**config.mk**
```make
export PLATFORM = sky130hd
export DESIGN_NAME = dlx_decode_stage_flat
export DESIGN_NICKNAME = d
export VERILOG_FILES = /design/src/rtl/dlx_decode_stage_if.sv /design/src/rtl/dlx_decode_stage.sv /design/src/flat_wrapper.sv
export SDC_FILE = /design/constraint.sdc
export NUM_CORES = 1
export LEC_CHECK = 0
export ABC_AREA = 1
export BUFFER_PORTS_ARGS = -buffer_cell sky130_fd_sc_hd__buf_2
export CAP_MARGIN = 5
export CORE_ASPECT_RATIO = 0.5
export CORE_MARGIN = 5
export CORE_UTILIZATION = 50
export CTS_CLUSTER_SIZE = 12
export DETAILED_ROUTE_END_ITERATION = 7
export GPL_ROUTABILITY_DRIVEN = 0
export PLACE_DENSITY = 0.78
export SYNTH_ARGS = -nofsm -noshare
export SYNTH_HDL_FRONTEND = slang
export SYNTH_SLANG_ARGS = --single-unit
```
**constraint.sdc**
```tcl
create_clock -name clk -period 10.2 [get_ports clk]
set_input_delay 3.06 -clock clk [delete_from_list [all_inputs] [get_ports clk]]
set_output_delay 3.06 -clock clk [all_outputs]
set_load 0.005 [all_outputs]
```
**src/rtl/dlx_decode_stage_if.sv**
```systemverilog
// Purpose: bundles the fetch->decode handshake and the decoded-control bus of the DLX decode stage.
// Latency: none, wiring only; the stage behind the slave modport registers the bundle once.
// Backpressure: in_ready/out_ready close the valid-ready loop; DLX_DECODE_ILLEGAL_TRAP_EN adds the illegal flag.
interface dlx_decode_stage_if #(
    parameter int XLEN = 32
);
    // Upstream handshake (fetch side)
    logic            flush;
    logic            in_valid;
    logic            in_ready;
    logic [31:0]     in_instr;

    // Downstream handshake (ALU / PC / data-memory side)
    logic            out_valid;
    logic            out_ready;

    // Decoded bundle
    logic [3:0]      alu_op;
    logic [4:0]      rs1;
    logic [4:0]      rs2;
    logic [4:0]      rd;
    logic [XLEN-1:0] imm;
    logic            imm_sel;
    logic            pc_alu;
    logic [1:0]      pc_cmd;
    logic [1:0]      pc_val;
    logic            d_load;
    logic            d_store;
`ifdef DLX_DECODE_ILLEGAL_TRAP_EN
    logic            illegal;
`endif

    // Environment view: drives instructions and consumes bundles
    modport master (
        output flush, in_valid, in_instr, out_ready,
        input  in_ready, out_valid,
        input  alu_op, rs1, rs2, rd, imm, imm_sel, pc_alu, pc_cmd, pc_val, d_load, d_store
`ifdef DLX_DECODE_ILLEGAL_TRAP_EN
        , input illegal
`endif
    );

    // Decode-stage view
    modport slave (
        input  flush, in_valid, in_instr, out_ready,
        output in_ready, out_valid,
        output alu_op, rs1, rs2, rd, imm, imm_sel, pc_alu, pc_cmd, pc_val, d_load, d_store
`ifdef DLX_DECODE_ILLEGAL_TRAP_EN
        , output illegal
`endif
    );
endinterface

```
**src/rtl/dlx_decode_stage.sv**
```systemverilog
// Purpose: DLX instruction decode stage with load-use interlock and branch flush; optional DLX_DECODE_ILLEGAL_TRAP_EN.
// Latency: 1 cycle from accepted instruction to registered bundle with out_valid.
// Backpressure: bundle holds while out_valid && !out_ready; in_ready drops on hold or load-use hazard.
module dlx_decode_stage #(
    parameter int XLEN           = 32,
    parameter int LOAD_USE_STALL = 1,
    parameter int LINK_REG       = 31
) (
    input  logic               clk,
    input  logic               reset_n,
    dlx_decode_stage_if.slave  bus
);

    localparam int         CNT_W = (LOAD_USE_STALL > 0) ? $clog2(LOAD_USE_STALL + 1) : 1;
    localparam logic [4:0] LINK  = 5'(LINK_REG);

    // Opcodes
    localparam logic [5:0] OP_RTYPE = 6'h00;
    localparam logic [5:0] OP_J     = 6'h02;
    localparam logic [5:0] OP_JAL   = 6'h03;
    localparam logic [5:0] OP_BEQZ  = 6'h04;
    localparam logic [5:0] OP_BNEZ  = 6'h05;
    localparam logic [5:0] OP_JR    = 6'h12;
    localparam logic [5:0] OP_JALR  = 6'h13;
    localparam logic [5:0] OP_LW    = 6'h23;
    localparam logic [5:0] OP_SW    = 6'h2b;

    // Registered part of the decoded result
    typedef struct packed {
        logic [3:0]      alu_op;
        logic [4:0]      rs1;
        logic [4:0]      rs2;
        logic [4:0]      rd;
        logic [XLEN-1:0] imm;
        logic            imm_sel;
        logic            pc_alu;
        logic [1:0]      pc_cmd;
        logic [1:0]      pc_val;
        logic            d_load;
        logic            d_store;
`ifdef DLX_DECODE_ILLEGAL_TRAP_EN
        logic            illegal;
`endif
    } bundle_t;

    // Instruction fields
    logic [5:0]      opcode;
    logic [5:0]      funct;
    logic [4:0]      f_rs1;
    logic [4:0]      f_rs2;
    logic [4:0]      f_rd;
    logic [XLEN-1:0] imm_sext;
    logic [XLEN-1:0] imm_zext;
    logic [XLEN-1:0] imm_jump;

    assign opcode   = bus.in_instr[31:26];
    assign funct    = bus.in_instr[5:0];
    assign f_rs1    = bus.in_instr[25:21];
    assign f_rs2    = bus.in_instr[20:16];
    assign f_rd     = bus.in_instr[15:11];
    assign imm_sext = {{(XLEN-16){bus.in_instr[15]}}, bus.in_instr[15:0]};
    assign imm_zext = {{(XLEN-16){1'b0}}, bus.in_instr[15:0]};
    assign imm_jump = {{(XLEN-26){bus.in_instr[25]}}, bus.in_instr[25:0]};

    // Combinational decode results
    bundle_t    dec;
    logic       dec_use_rs1;
    logic       dec_use_rs2;

    // I-type table lookup results
    logic       i_ok;
    logic [3:0] i_op;
    logic       i_sext;
    logic       r_ok;
    logic [3:0] r_op;

    // Pipeline state
    bundle_t           bundle_q;
    logic              out_valid_q;
    logic [CNT_W-1:0]  stall_cnt;
    logic [4:0]        load_rd;
    logic              hazard;
    logic              accept;
    logic              in_ready_c;

    // R-type funct lookup; an unlisted funct makes the whole word a NOP
    always_comb begin
        r_ok = 1'b1;
        r_op = 4'd0;
        case (funct)
            6'h20:   r_op = 4'd1;
            6'h22:   r_op = 4'd2;
            6'h24:   r_op = 4'd3;
            6'h25:   r_op = 4'd4;
            6'h26:   r_op = 4'd5;
            6'h04:   r_op = 4'd6;
            6'h06:   r_op = 4'd7;
            6'h28:   r_op = 4'd10;
            6'h2c:   r_op = 4'd11;
            6'h2a:   r_op = 4'd12;
            6'h29:   r_op = 4'd13;
            6'h07:   r_op = 4'd14;
            default: r_ok = 1'b0;
        endcase
    end

    // I-type opcode lookup: ALU op and immediate extension kind
    always_comb begin
        i_ok   = 1'b1;
        i_op   = 4'd0;
        i_sext = 1'b1;
        case (opcode)
            6'h08:   i_op = 4'd1;
            6'h0a:   i_op = 4'd2;
            6'h18:   i_op = 4'd10;
            6'h1c:   i_op = 4'd11;
            6'h1a:   i_op = 4'd12;
            6'h19:   i_op = 4'd13;
            6'h0c:   begin i_op = 4'd3;  i_sext = 1'b0; end
            6'h0d:   begin i_op = 4'd4;  i_sext = 1'b0; end
            6'h0e:   begin i_op = 4'd5;  i_sext = 1'b0; end
            6'h14:   begin i_op = 4'd6;  i_sext = 1'b0; end
            6'h16:   begin i_op = 4'd7;  i_sext = 1'b0; end
            6'h17:   begin i_op = 4'd14; i_sext = 1'b0; end
            6'h0f:   begin i_op = 4'd0;  i_sext = 1'b0; end
            OP_LW:   i_op = 4'd1;
            OP_SW:   i_op = 4'd1;
            OP_BEQZ: i_op = 4'd8;
            OP_BNEZ: i_op = 4'd9;
            OP_JR:   begin i_op = 4'd0;  i_sext = 1'b0; end
            OP_JALR: begin i_op = 4'd15; i_sext = 1'b0; end
            default: i_ok = 1'b0;
        endcase
    end

    // Assemble the decoded bundle and the register-read set used by the interlock
    always_comb begin
        dec         = '0;
        dec_use_rs1 = 1'b0;
        dec_use_rs2 = 1'b0;
        if (opcode == OP_RTYPE) begin
            if (r_ok) begin
                dec.alu_op  = r_op;
                dec.rs1     = f_rs1;
                dec.rs2     = f_rs2;
                dec.rd      = f_rd;
                dec_use_rs1 = 1'b1;
                dec_use_rs2 = 1'b1;
            end
`ifdef DLX_DECODE_ILLEGAL_TRAP_EN
            else begin
                dec.illegal = 1'b1;
            end
`endif
        end else if (opcode == OP_J || opcode == OP_JAL) begin
            dec.alu_op = (opcode == OP_JAL) ? 4'd15 : 4'd0;
            dec.rd     = (opcode == OP_JAL) ? LINK : 5'd0;
            dec.imm    = imm_jump;
            dec.pc_cmd = 2'd2;
            dec.pc_alu = 1'b1;
            dec.pc_val = 2'd1;
        end else if (i_ok) begin
            dec.alu_op  = i_op;
            dec.rs1     = f_rs1;
            dec.rs2     = f_rs2;
            dec.rd      = f_rs2;
            dec.imm     = i_sext ? imm_sext : imm_zext;
            dec.imm_sel = 1'b1;
            dec_use_rs1 = 1'b1;
            case (opcode)
                OP_LW: dec.d_load = 1'b1;
                OP_SW: begin
                    dec.d_store = 1'b1;
                    dec.rd      = 5'd0;
                    dec_use_rs2 = 1'b1;
                end
                OP_BEQZ, OP_BNEZ: begin
                    dec.pc_cmd = 2'd2;
                    dec.rd     = 5'd0;
                end
                OP_JR: begin
                    dec.pc_cmd = 2'd3;
                    dec.pc_val = 2'd3;
                    dec.rd     = 5'd0;
                end
                OP_JALR: begin
                    dec.pc_cmd = 2'd3;
                    dec.pc_val = 2'd3;
                    dec.rd     = LINK;
                end
                default: ;
            endcase
        end
`ifdef DLX_DECODE_ILLEGAL_TRAP_EN
        else begin
            dec.illegal = 1'b1;
        end
`endif
    end

    // Load-use hazard: a pending load's destination is read by the presented instruction
    always_comb begin
        hazard = 1'b0;
        if (bus.in_valid && (stall_cnt != '0) && (load_rd != 5'd0)) begin
            hazard = (dec_use_rs1 && (dec.rs1 == load_rd)) ||
                     (dec_use_rs2 && (dec.rs2 == load_rd));
        end
    end

    // flush absorbs (and drops) whatever is presented, so ready reads high then
    assign in_ready_c = bus.flush || ((!out_valid_q || bus.out_ready) && !hazard);
    assign accept     = bus.in_valid && in_ready_c && !bus.flush;

    // Output register: flush beats accept and hold; a bubble clears valid when the consumer drains
    always_ff @(posedge clk) begin
        if (!reset_n) begin
            out_valid_q <= 1'b0;
            bundle_q    <= '0;
        end else if (bus.flush) begin
            out_valid_q <= 1'b0;
        end else if (accept) begin
            out_valid_q <= 1'b1;
            bundle_q    <= dec;
        end else if (bus.out_ready) begin
            out_valid_q <= 1'b0;
        end
    end

    // Interlock counter: armed by an accepted load, counts down, cleared by flush
    always_ff @(posedge clk) begin
        if (!reset_n) begin
            stall_cnt <= '0;
            load_rd   <= 5'd0;
        end else if (bus.flush) begin
            stall_cnt <= '0;
        end else if (accept && dec.d_load && (dec.rd != 5'd0)) begin
            stall_cnt <= CNT_W'(LOAD_USE_STALL);
            load_rd   <= dec.rd;
        end else if (stall_cnt != '0) begin
            stall_cnt <= stall_cnt - 1'b1;
        end
    end

    assign bus.in_ready  = in_ready_c;
    assign bus.out_valid = out_valid_q;
    assign bus.alu_op    = bundle_q.alu_op;
    assign bus.rs1       = bundle_q.rs1;
    assign bus.rs2       = bundle_q.rs2;
    assign bus.rd        = bundle_q.rd;
    assign bus.imm       = bundle_q.imm;
    assign bus.imm_sel   = bundle_q.imm_sel;
    assign bus.pc_alu    = bundle_q.pc_alu;
    assign bus.pc_cmd    = bundle_q.pc_cmd;
    assign bus.pc_val    = bundle_q.pc_val;
    assign bus.d_load    = bundle_q.d_load;
    assign bus.d_store   = bundle_q.d_store;
`ifdef DLX_DECODE_ILLEGAL_TRAP_EN
    assign bus.illegal   = bundle_q.illegal;
`endif

endmodule
```
**src/flat_wrapper.sv**
```systemverilog
// flat-port wrapper written by rule: the top's interface ports become plain ports
module dlx_decode_stage_flat 
#(
    parameter int XLEN           = 32,
    parameter int LOAD_USE_STALL = 1,
    parameter int LINK_REG       = 31
)
  (clk, reset_n, bus_flush, bus_in_valid, bus_in_instr, bus_out_ready, bus_in_ready, bus_out_valid, bus_alu_op, bus_rs1, bus_rs2, bus_rd, bus_imm, bus_imm_sel, bus_pc_alu, bus_pc_cmd, bus_pc_val, bus_d_load, bus_d_store);
  dlx_decode_stage_if #(.XLEN(XLEN)) bus_i ();
  input  logic clk;
  input  logic reset_n;
  input wire logic [$bits(bus_i.flush)-1:0] bus_flush;
  input wire logic [$bits(bus_i.in_valid)-1:0] bus_in_valid;
  input wire logic [$bits(bus_i.in_instr)-1:0] bus_in_instr;
  input wire logic [$bits(bus_i.out_ready)-1:0] bus_out_ready;
  output wire logic [$bits(bus_i.in_ready)-1:0] bus_in_ready;
  output wire logic [$bits(bus_i.out_valid)-1:0] bus_out_valid;
  output wire logic [$bits(bus_i.alu_op)-1:0] bus_alu_op;
  output wire logic [$bits(bus_i.rs1)-1:0] bus_rs1;
  output wire logic [$bits(bus_i.rs2)-1:0] bus_rs2;
  output wire logic [$bits(bus_i.rd)-1:0] bus_rd;
  output wire logic [$bits(bus_i.imm)-1:0] bus_imm;
  output wire logic [$bits(bus_i.imm_sel)-1:0] bus_imm_sel;
  output wire logic [$bits(bus_i.pc_alu)-1:0] bus_pc_alu;
  output wire logic [$bits(bus_i.pc_cmd)-1:0] bus_pc_cmd;
  output wire logic [$bits(bus_i.pc_val)-1:0] bus_pc_val;
  output wire logic [$bits(bus_i.d_load)-1:0] bus_d_load;
  output wire logic [$bits(bus_i.d_store)-1:0] bus_d_store;
  assign bus_i.flush = bus_flush;
  assign bus_i.in_valid = bus_in_valid;
  assign bus_i.in_instr = bus_in_instr;
  assign bus_i.out_ready = bus_out_ready;
  assign bus_in_ready = bus_i.in_ready;
  assign bus_out_valid = bus_i.out_valid;
  assign bus_alu_op = bus_i.alu_op;
  assign bus_rs1 = bus_i.rs1;
  assign bus_rs2 = bus_i.rs2;
  assign bus_rd = bus_i.rd;
  assign bus_imm = bus_i.imm;
  assign bus_imm_sel = bus_i.imm_sel;
  assign bus_pc_alu = bus_i.pc_alu;
  assign bus_pc_cmd = bus_i.pc_cmd;
  assign bus_pc_val = bus_i.pc_val;
  assign bus_d_load = bus_i.d_load;
  assign bus_d_store = bus_i.d_store;
  dlx_decode_stage #(.XLEN(XLEN), .LOAD_USE_STALL(LOAD_USE_STALL), .LINK_REG(LINK_REG)) u_core (.clk(clk), .reset_n(reset_n), .bus(bus_i));
endmodule
```
==> results.cfg, run 1 <==
[floorplanning]
start_util_pct = 52.0
die_y_um = 66.4
die_width_um = 123
core_area_um2 = 6130
num_io_pins = 98
dieArea_um2 = 8160
rows = 20

[finish]
final_cell_mix = 120 x nand2_1, 97 x buf_2, 60 x dfxtp_1
layout_commonest_cell = nand2_1
syn_to_final_growth_pct = 23.6
final_util_pct = 64.2
finalNetCount = 592
regArea_um2 = 1200
n_antenna_cell = 0
multi_input_area_um2 = 1660
nFillCells = 582
drive_above_1_share_pct = 27.9

[cts]
clk_root_buffer_cell = clkbuf_16
clockBufferDepth = 2
cts_buffers = 9
post_cts_buffers = 0
cts.sinks = 60
cts.clk_slew.worst_paths_ns = 0.05
htreeDepth = 3
postCtsResizedCells = 0
clock_latency_ns = 0.32
cts_tree = built
hold_buffers = 0

[timing]
fin_crit_sh_pct = 80.0
slew_headroom_pct = 34.3
setup_viol = 0
rsz0062_at_grt = false
fin_skew_ns = 0.00605
worst_pin_slew_ns = 0.961
finalSetupTns_ns = 0
fin_crit_ns = 8.16
hold_slack_ns = 0.453
fmax_mhz = 123
hold_violations = 0
maxSlewViolCount = 0

[drt]
vias = 3325
drc = 0
routedWlPerCell_um = 13.7
initialDrtViolationCount = 398
postRouteAntennaNets = 0
totalWireLength_um = 8850
viasPerCell = 5.13
dr.pass1.iters = 5

[power_and_ir_drop]
power_mw = 0.629
power_per_cell_area_nw_per_um2 = 160
ir_drop_uv = 94.7
p_leak_nw = 1.85

[setup_path]
cp_data_required_time_ns = 7.14
startpoint = bus_in_instr[31]
critPathLaunchType = input pin
crit_arrival_ns = 5.10
crit_fanout = 15
r2r_start = u_core.load_rd[2]
critical_path_class = in2out
ff2ff_setup_slack_ns = 7.46
r2r_cells = 10
endpoint_kind = primary output

[synthesis]
synth_cell_type_count = 32
ys_warn_count = 0
avgSynthCellArea_um2 = 6.79
synth_nets = 506
yosysSeqAreaShare_pct = 37.7
syn_area_um2 = 3190
synth_seq_cells = 60
syn_inst = 469

[place]
io_buffer_count = 97
hpwl_um = 6460

[global_routing]
track_usage_pct = 22.1
grt_max_degree = 49
grt_pass1_vias = 2947
grt_pass1_wl_um = 14300
grt_remaining_overflow = 0
antenna_found_initial = 0

[outcome]
status = complete, no violations

[worst_hold_path]
hold_depth = 2
worstHoldStart = u_core.bus.d_store
hp-class = reg2reg

[job]
cap_violations = 0
==> cell families (layout without fill, tap and decap cells) <==
kind of cell	after synthesis	count (layout)	synth area share (%)
AOI/OAI and AO/OA	105	105	19.0
buffers and inverters	69	160	10.3
DFF	60	60	37.7
and+or+nand+nor	235	235	33.0
==> synthesized netlist by cell type, drive strengths merged <==
cell,count,area (um^2)
nand2,134,538
nor4,1,6.26
nor2,54,243
clkbuf,6,22.5
a31oi,2,12.5
o2111ai,1,8.76
a41oi,1,8.76
nand3,32,183
a211oi,1,7.51
o211ai,4,30.0
dfxtp,60,1200
nand4,2,12.5
a21oi,61,339
o21ai,27,139
o22ai,4,25.0
a2111oi,3,26.3
inv,46,173
nor3,10,55.1
nand3b,2,15.0
buf,17,131
o311ai,1,8.76
==> report_power, final <==
group          switching (mW)  internal, mW  total (mW)  leakage (nW)
sequential            0.00362         0.242       0.246         0.487
clock                   0.103         0.201       0.304         0.149
combinational          0.0527        0.0259      0.0786          1.21
==> state kept, by name, indices dropped and copies added (netlist names), 2 cells and up <==
signal and flops:
u_core.bus.rs1 5, u_core.bus.pc_cmd 2, u_core.bus.rs2 5, u_core.load_rd 5, u_core.bus.rd 5, u_core.bus.alu_op 4
u_core.bus.imm 26, u_core.bus.pc_val 2
==> critical path, cell delays in order <==
cell and delay, ns:
buf_2 0.14, nor2_4 0.14, inv_2 0.06, nor2_1 0.14
inv_2 0.10, nor2_4 0.16, nand2_2 0.13, nand2_2 0.26
nand2_1 0.18, nand2_1 0.10, nand2_1 0.05, nor2_1 0.12
nand3_1 0.09, nand2_1 0.07, nand2_2 0.08, nand2_1 0.06
nand2_1 0.04, buf_2 0.12
==> per-stage QoR <==
stage                     std cells  setup slack, ns  cell area, um^2
after floorplan                 469             2.74             3190
after global placement          632             2.14             3630
after detailed placement        632             2.09             3630
after CTS                       648             2.07             3940
after global routing            648             1.72             3940
final                           648             2.04             3940
==> area by class of cell <==
class                           instances  share of cell area [%]
Clock inverter                          4                    1.21
Timing Repair Buffer                   98                    12.5
Tap cell                               88                    2.80
Multi-Input combinational cell        340                    42.1
Sequential cell                        60                    30.5
Inverter                               46                    4.38
Clock buffer                           12                    6.51
==> worst paths after layout <==
check | end
worst max-delay path | bus_in_ready
worst min-delay path | u_core.bus.d_store
worst max register to register | u_core.bus.alu_op[2]
worst min register to register | u_core.bus.d_store
==> routing by layer <==
metal,global-route usage (%),part of all wire (%)
met5,0,0
met4,5.30,1.0
met3,6.07,8.8
met2,34.3,42
met1,30.5,48
Note: power is estimated with default switching activity, not from simulation.
==> run 2: changes to the inputs <==
--- a/config.mk
+++ b/config.mk
@@ -5,16 +5,16 @@
 export SDC_FILE = /design/constraint.sdc
 export NUM_CORES = 1
 export LEC_CHECK = 0
-export ABC_AREA = 1
+export ABC_AREA = 0
 export BUFFER_PORTS_ARGS = -buffer_cell sky130_fd_sc_hd__buf_2
 export CAP_MARGIN = 5
 export CORE_ASPECT_RATIO = 0.5
 export CORE_MARGIN = 5
-export CORE_UTILIZATION = 50
+export CORE_UTILIZATION = 48
 export CTS_CLUSTER_SIZE = 12
 export DETAILED_ROUTE_END_ITERATION = 7
 export GPL_ROUTABILITY_DRIVEN = 0
-export PLACE_DENSITY = 0.78
+export PLACE_DENSITY = 0.77
 export SYNTH_ARGS = -nofsm -noshare
 export SYNTH_HDL_FRONTEND = slang
 export SYNTH_SLANG_ARGS = --single-unit
==> constraint.sdc (replaced) <==
create_clock -name clk -period 7.3 [get_ports clk]
set_input_delay 2.19 -clock clk [delete_from_list [all_inputs] [get_ports clk]]
set_output_delay 2.19 -clock clk [all_outputs]
set_load 0.005 [all_outputs]
==> run 2 against run 1 <==
Compared with the run above: combinational power up 48%; largest cell class unchanged; clock power is 36% higher; global-route usage shrank 2.9 points; hold slack worse by 0.00089 ns; highest routed layer unchanged; synthesized cell count down 4.9%; worst setup slack worse by 1.5 ns; sequential cell count unchanged; register-to-register slack got worse by 2.4 ns.
==> results.cfg, run 2 <==
[global_routing]
antenna_found_initial = 0
grt_max_degree = 58
grt_remaining_overflow = 0
grt_pass1_vias = 3047
grt_pass1_wl_um = 14900
track_usage_pct = 19.2

[timing]
fin_crit_sh_pct = 92.4
slew_headroom_pct = 48.2
maxSlewViolCount = 0
setup_viol = 0
hold_violations = 0
fmax_mhz = 148
worst_pin_slew_ns = 0.766
fin_skew_ns = 0.00687
fin_crit_ns = 6.74
finalSetupTns_ns = 0
finalWorstSetupSlack_ns = 0.558
rsz0062_at_grt = false

[synthesis]
synth_nets = 483
yosys-top-cells-area = dfxtp_1 33%, mux2i_1 16%, nand2_1 11%
ys_warn_count = 0
yosysSeqAreaShare_pct = 32.9
synth_edf_count = 0
syn_area_um2 = 3650
synth_cell_type_count = 62
ys.flop_type = dfxtp_1
avgSynthCellArea_um2 = 8.18
syn_inst = 446
synth.top_cell.area_share_pct = 32.9
ys_async_sr_fraction_pct = 0
synth_seq_cells = 60
yosysTopAreaCell = dfxtp_1
synth.most_common_cell = nand2_1
synth_common_cells = 105 x nand2_1, 60 x dfxtp_1, 57 x mux2i_1, 25 x clkbuf_1

[setup_path]
critical_path_class = in2out
cp_data_required_time_ns = 5.11
reg2reg_to = u_core.bus.imm[9]
crit_chain = buf_2 > or4_1 > or4_4 > o21ba_2 > o22ai_1 > a22oi_2 > nor2_1 > o31ai_1 > buf_2
r2r_start = u_core.load_rd[3]
crit_fanout = 17
critPathLaunchType = input pin
crit_arrival_ns = 4.55
path_common_cell = buf_2
endpoint_kind = primary output
r2r_cells = 8
ff2ff_setup_slack_ns = 5.02
worst_path_max_delay_cell = or4_1
max_stage_delay_ns = 0.58

[drt]
dr.pass1.iters = 6
postRouteAntennaNets = 0
wl_met2_um = 4100
met1Wirelength_um = 4400
routed.top_layer = met4
viasPerCell = 5.44
wl_met3_um = 577
vias = 3348
drc = 0
routedWlPerCell_um = 14.9
initialDrtViolationCount = 272
totalWireLength_um = 9170

[floorplanning]
rows = 22
num_io_pins = 98
dieArea_um2 = 9550
start_util_pct = 49.6
die_y_um = 71.6
core_area_um2 = 7350
die_width_um = 133

[cts]
post_cts_buffers = 0
cts.sinks = 60
postCtsResizedCells = 0
hold_buffers = 0
cts_buffers = 9
htreeDepth = 3
clk_root_buffer_cell = clkbuf_16
clock_latency_ns = 0.33
clockBufferDepth = 2
cts.clk_slew.worst_paths_ns = 0.05
cts_tree = built

[finish]
syn_to_final_growth_pct = 18.5
largest_register_ffs = 26
layout_commonest_cell = nand2_1
drive_above_1_share_pct = 24.1
final_cell_count_no_fill = 615
n_antenna_cell = 0
finalNetCount = 553
final_cell_mix = 105 x nand2_1, 97 x buf_2, 60 x dfxtp_1

[power_and_ir_drop]
power_per_cell_area_nw_per_um2 = 201
p_leak_nw = 2.03
ir_drop_uv = 128
p_seq_share_pct = 39.0
p_int_mw = 0.659
clkPwrFrac_pct = 47.6
power.share.combinational_pct = 13.4
switching_share_pct = 24.2
p_switching_mw = 0.211
power_mw = 0.870

[place]
io_buffer_count = 97
pre_cts_ws_ns = 0.561
hpwl_um = 6640
placed_cells = 601

[job]
cap_violations = 0

[worst_hold_path]
hold_depth = 2
hold-path-endpoint = u_core.bus.alu_op[2]
hp-class = reg2reg
worstHoldStart = u_core.bus.alu_op[2]

[outcome]
status = complete, no violations
-- run 2: worst max path at each step --
stage / start / end / slack [ns] / cells past startpoint
4_1_cts: bus_in_instr[30] / bus_in_ready / 0.56 / 9
5_1_grt: bus_in_instr[30] / bus_in_ready / 0.41 / 9
3_3_place_gp: bus_in_instr[30] / bus_in_ready / 0.57 / 9
2_1_floorplan: bus_in_instr[28] / bus_in_ready / 1.06 / 8
6_report: bus_in_instr[30] / bus_in_ready / 0.56 / 9
3_5_place_dp: bus_in_instr[30] / bus_in_ready / 0.56 / 9
-- run 2: worst max-delay path, delay by kind of cell --
kind / cells / cell delay (ns)
AOI/OAI and AO/OA: 4 / 0.88
buffers and inverters: 2 / 0.35
and+or+nand+nor: 3 / 1.13
-- run 2: logic make-up after synthesis --
family	Yosys count	share of synthesized area (%)
AND/OR/NAND/NOR	180	22.9
AO/OA/AOI/OAI	88	18.0
flip-flops	60	32.9
XOR/XNOR	9	2.16
buffers and inverters	50	7.82
adder cells (fa/ha/maj)	2	0.549
multiplexers	57	15.6
-- run 2: cell type report --
class | count | area [um^2]
clock buffer | 12 | 256
clock inverter | 2 | 35.0
fill | 684 | 3030
inverter | 9 | 33.8
multi-input combinational | 336 | 2170
sequential | 60 | 1200
tap | 96 | 120
timing repair buffer | 100 | 508
-- run 2: through the flow --
step,area [um^2],utilization [%],hold WS [ns]
after floorplan,3650,-,0.454
after global placement,4030,54.9,0.442
after detailed placement,4030,54.9,0.448
after CTS,4320,58.8,0.459
after global routing,4320,58.8,0.470
final,4320,58.8,0.452
-- run 2: per-layer routing --
metal | track usage [%] | vias to the layer above
met5 | 0 | -
met4 | 6.39 | 0
met3 | 6.03 | 10
met2 | 29.9 | 95
met1 | 25.6 | 1552
li1 | - | 1691
-- run 2: power groups by stage --
| stage | logic (mW) | registers, mW | clock network [mW] |
|---|---|---|---|
| 6_report | 0.116 | 0.340 | 0.414 |
| 5_1_grt | 0.128 | 0.340 | 0.435 |
| 4_1_cts | 0.116 | 0.340 | 0.424 |
| 3_5_place_dp | 0.116 | 0.346 | 0 |
| 3_3_place_gp | 0.114 | 0.346 | 0 |
| 2_1_floorplan | 0.0836 | 0.347 | 0 |
==> run 3: changes to the inputs <==
==> constraint.sdc (replaced) <==
create_clock -name clk -period 7.3 [get_ports clk]
set_input_delay 0.73 -clock clk [delete_from_list [all_inputs] [get_ports clk]]
set_output_delay 0.73 -clock clk [all_outputs]
set_load 0.005 [all_outputs]
==> run 3 against run 2 <==
Compared with the run above: register-to-register slack lost 0.72 ns; clock skew is 0.0038 ns lower; largest power group unchanged; design area is 0.35% higher; non-clock buffer count shrank 1; worst setup slack gained 2.6 ns; utilization increased by 0.20 points.
==> results.cfg, run 3 (synthesis gave the netlist of run 2 again) <==
[global_routing]
grt_max_degree = 89
track_usage_pct = 19.6
top_usage_layer = met2
met1_usage_pct = 26.0
antenna_found_initial = 0
grt_remaining_overflow = 0
met2_usage_pct = 30.9
grt_pass1_vias = 3092
use_met3_pct = 5.61
grt_pass1_wl_um = 15200

[cts]
htreeDepth = 3
postCtsResizedCells = 0
cts_tree = built
clock_latency_ns = 0.33
clockBufferDepth = 2
cts.clk_slew.worst_paths_ns = 0.05
post_cts_buffers = 0
hold_buffers = 0
clk_root_buffer_cell = clkbuf_16
cts_buffers = 9
cts.sinks = 60

[drt]
viasPerCell = 5.50
totalWireLength_um = 9350
drc = 0
dr.pass1.iters = 7
vias = 3385
postRouteAntennaNets = 0
routedWlPerCell_um = 15.2
initialDrtViolationCount = 321

[timing]
slew_headroom_pct = 25.9
worst_pin_slew_ns = 1.11
rsz0062_at_grt = false
fin_crit_sh_pct = 56.1
hold_violations = 0
finalSetupTns_ns = 0
fin_crit_ns = 4.10
setup_viol = 0
maxSlewViolCount = 0
hold_slack_ns = 0.452
fmax_mhz = 244
fin_skew_ns = 0.00310

[floorplanning]
start_util_pct = 49.6
die_width_um = 133
die_y_um = 71.6
dieArea_um2 = 9550
num_io_pins = 98
rows = 22
core_area_um2 = 7350

[job]
cap_violations = 0

[place]
io_buffer_count = 97
hpwl_um = 6590
placed_cells = 600

[outcome]
status = complete, no violations

[finish]
finalNetCount = 552
final_util_pct = 59.0
nFillCells = 667
final_cell_mix = 105 x nand2_1, 97 x buf_2, 60 x dfxtp_1
syn_to_final_growth_pct = 18.9
largest_register_ffs = 26
layout_commonest_cell = nand2_1
drive_above_1_share_pct = 24.2
n_antenna_cell = 0
final_cell_count_no_fill = 616

[setup_path]
crit_chain = buf_2 > or4_1 > or4_4 > o21bai_4 > a21boi_1 > o2111ai_1 > o21ai_4 > buf_4 > mux2i_1
cp_data_required_time_ns = 7.55
worst_path_max_delay_cell = o21ai_4
crit_arrival_ns = 4.35
max_stage_delay_ns = 0.90
critPathLaunchType = input pin
crit_fanout = 29
critical_path_class = in2reg
endpoint_kind = flop

[power_and_ir_drop]
p_leak_nw = 2.03
power_per_cell_area_nw_per_um2 = 205
ir_drop_uv = 110

[worst_hold_path]
hp-class = reg2reg
==> run 3: cell types whose count changed in the layout (fill, tap and decap cells not counted), sizes merged <==
cell,previous run,this run
clkinv,1,2
buf,100,99
clkbuf,12,13
==> run 3: worst paths after layout <==
path / cells past startpoint / to / start / slack [ns]
hold / removal: 2 / u_core.bus.imm[5] / u_core.bus.imm[5] / 0.45
setup reg to reg: 7 / u_core.bus.imm[12] / u_core.load_rd[0] / 4.30
setup / recovery: 9 / u_core.bus.imm[12] / bus_in_instr[30] / 3.20
hold reg to reg: 2 / u_core.bus.imm[5] / u_core.bus.imm[5] / 0.45
==> run 3: per-layer routing <==
layer / vias up / part of all wire [%]
met3: 13 / 6.1
met1: 1574 / 47
li1: 1692 / -
met2: 106 / 46
met5: - / 0
met4: 0 / 1.3
==> run 3: layout make-up <==
cell class	count	area (um^2)	share of cell area, %
Clock buffer	13	270	6.23
Sequential cell	60	1200	27.7
Clock inverter	3	43.8	1.01
Timing Repair Buffer	99	500	11.5
Tap cell	96	120	2.77
Inverter	9	33.8	0.779
Multi-Input combinational cell	336	2170	50.0
==> run 3: power by group <==
part / internal [mW] / leakage [nW] / switching [mW]
logic: 0.0459 / 1.39 / 0.0703
clock network: 0.292 / 0.156 / 0.143
registers: 0.336 / 0.485 / 0.00391
total: 0.673 / 2.03 / 0.217
==> run 3: worst max-delay path: cells and delay by family <==
kind                   cells  cell delay (ns)
AO/OA/AOI/OAI              4             1.55
buffers and inverters      2             0.76
multiplexers               1             0.25
AND/OR/NAND/NOR            2             1.05
==> run 3: stage by stage <==
step	instance area [um^2]	power, mW	setup WS [ns]
after global placement	4020	0.460	2.97
after CTS	4340	0.899	3.20
after floorplan	3650	0.430	3.98
after detailed placement	4020	0.461	2.85
after global routing	4340	0.930	2.98
final	4340	0.891	3.20
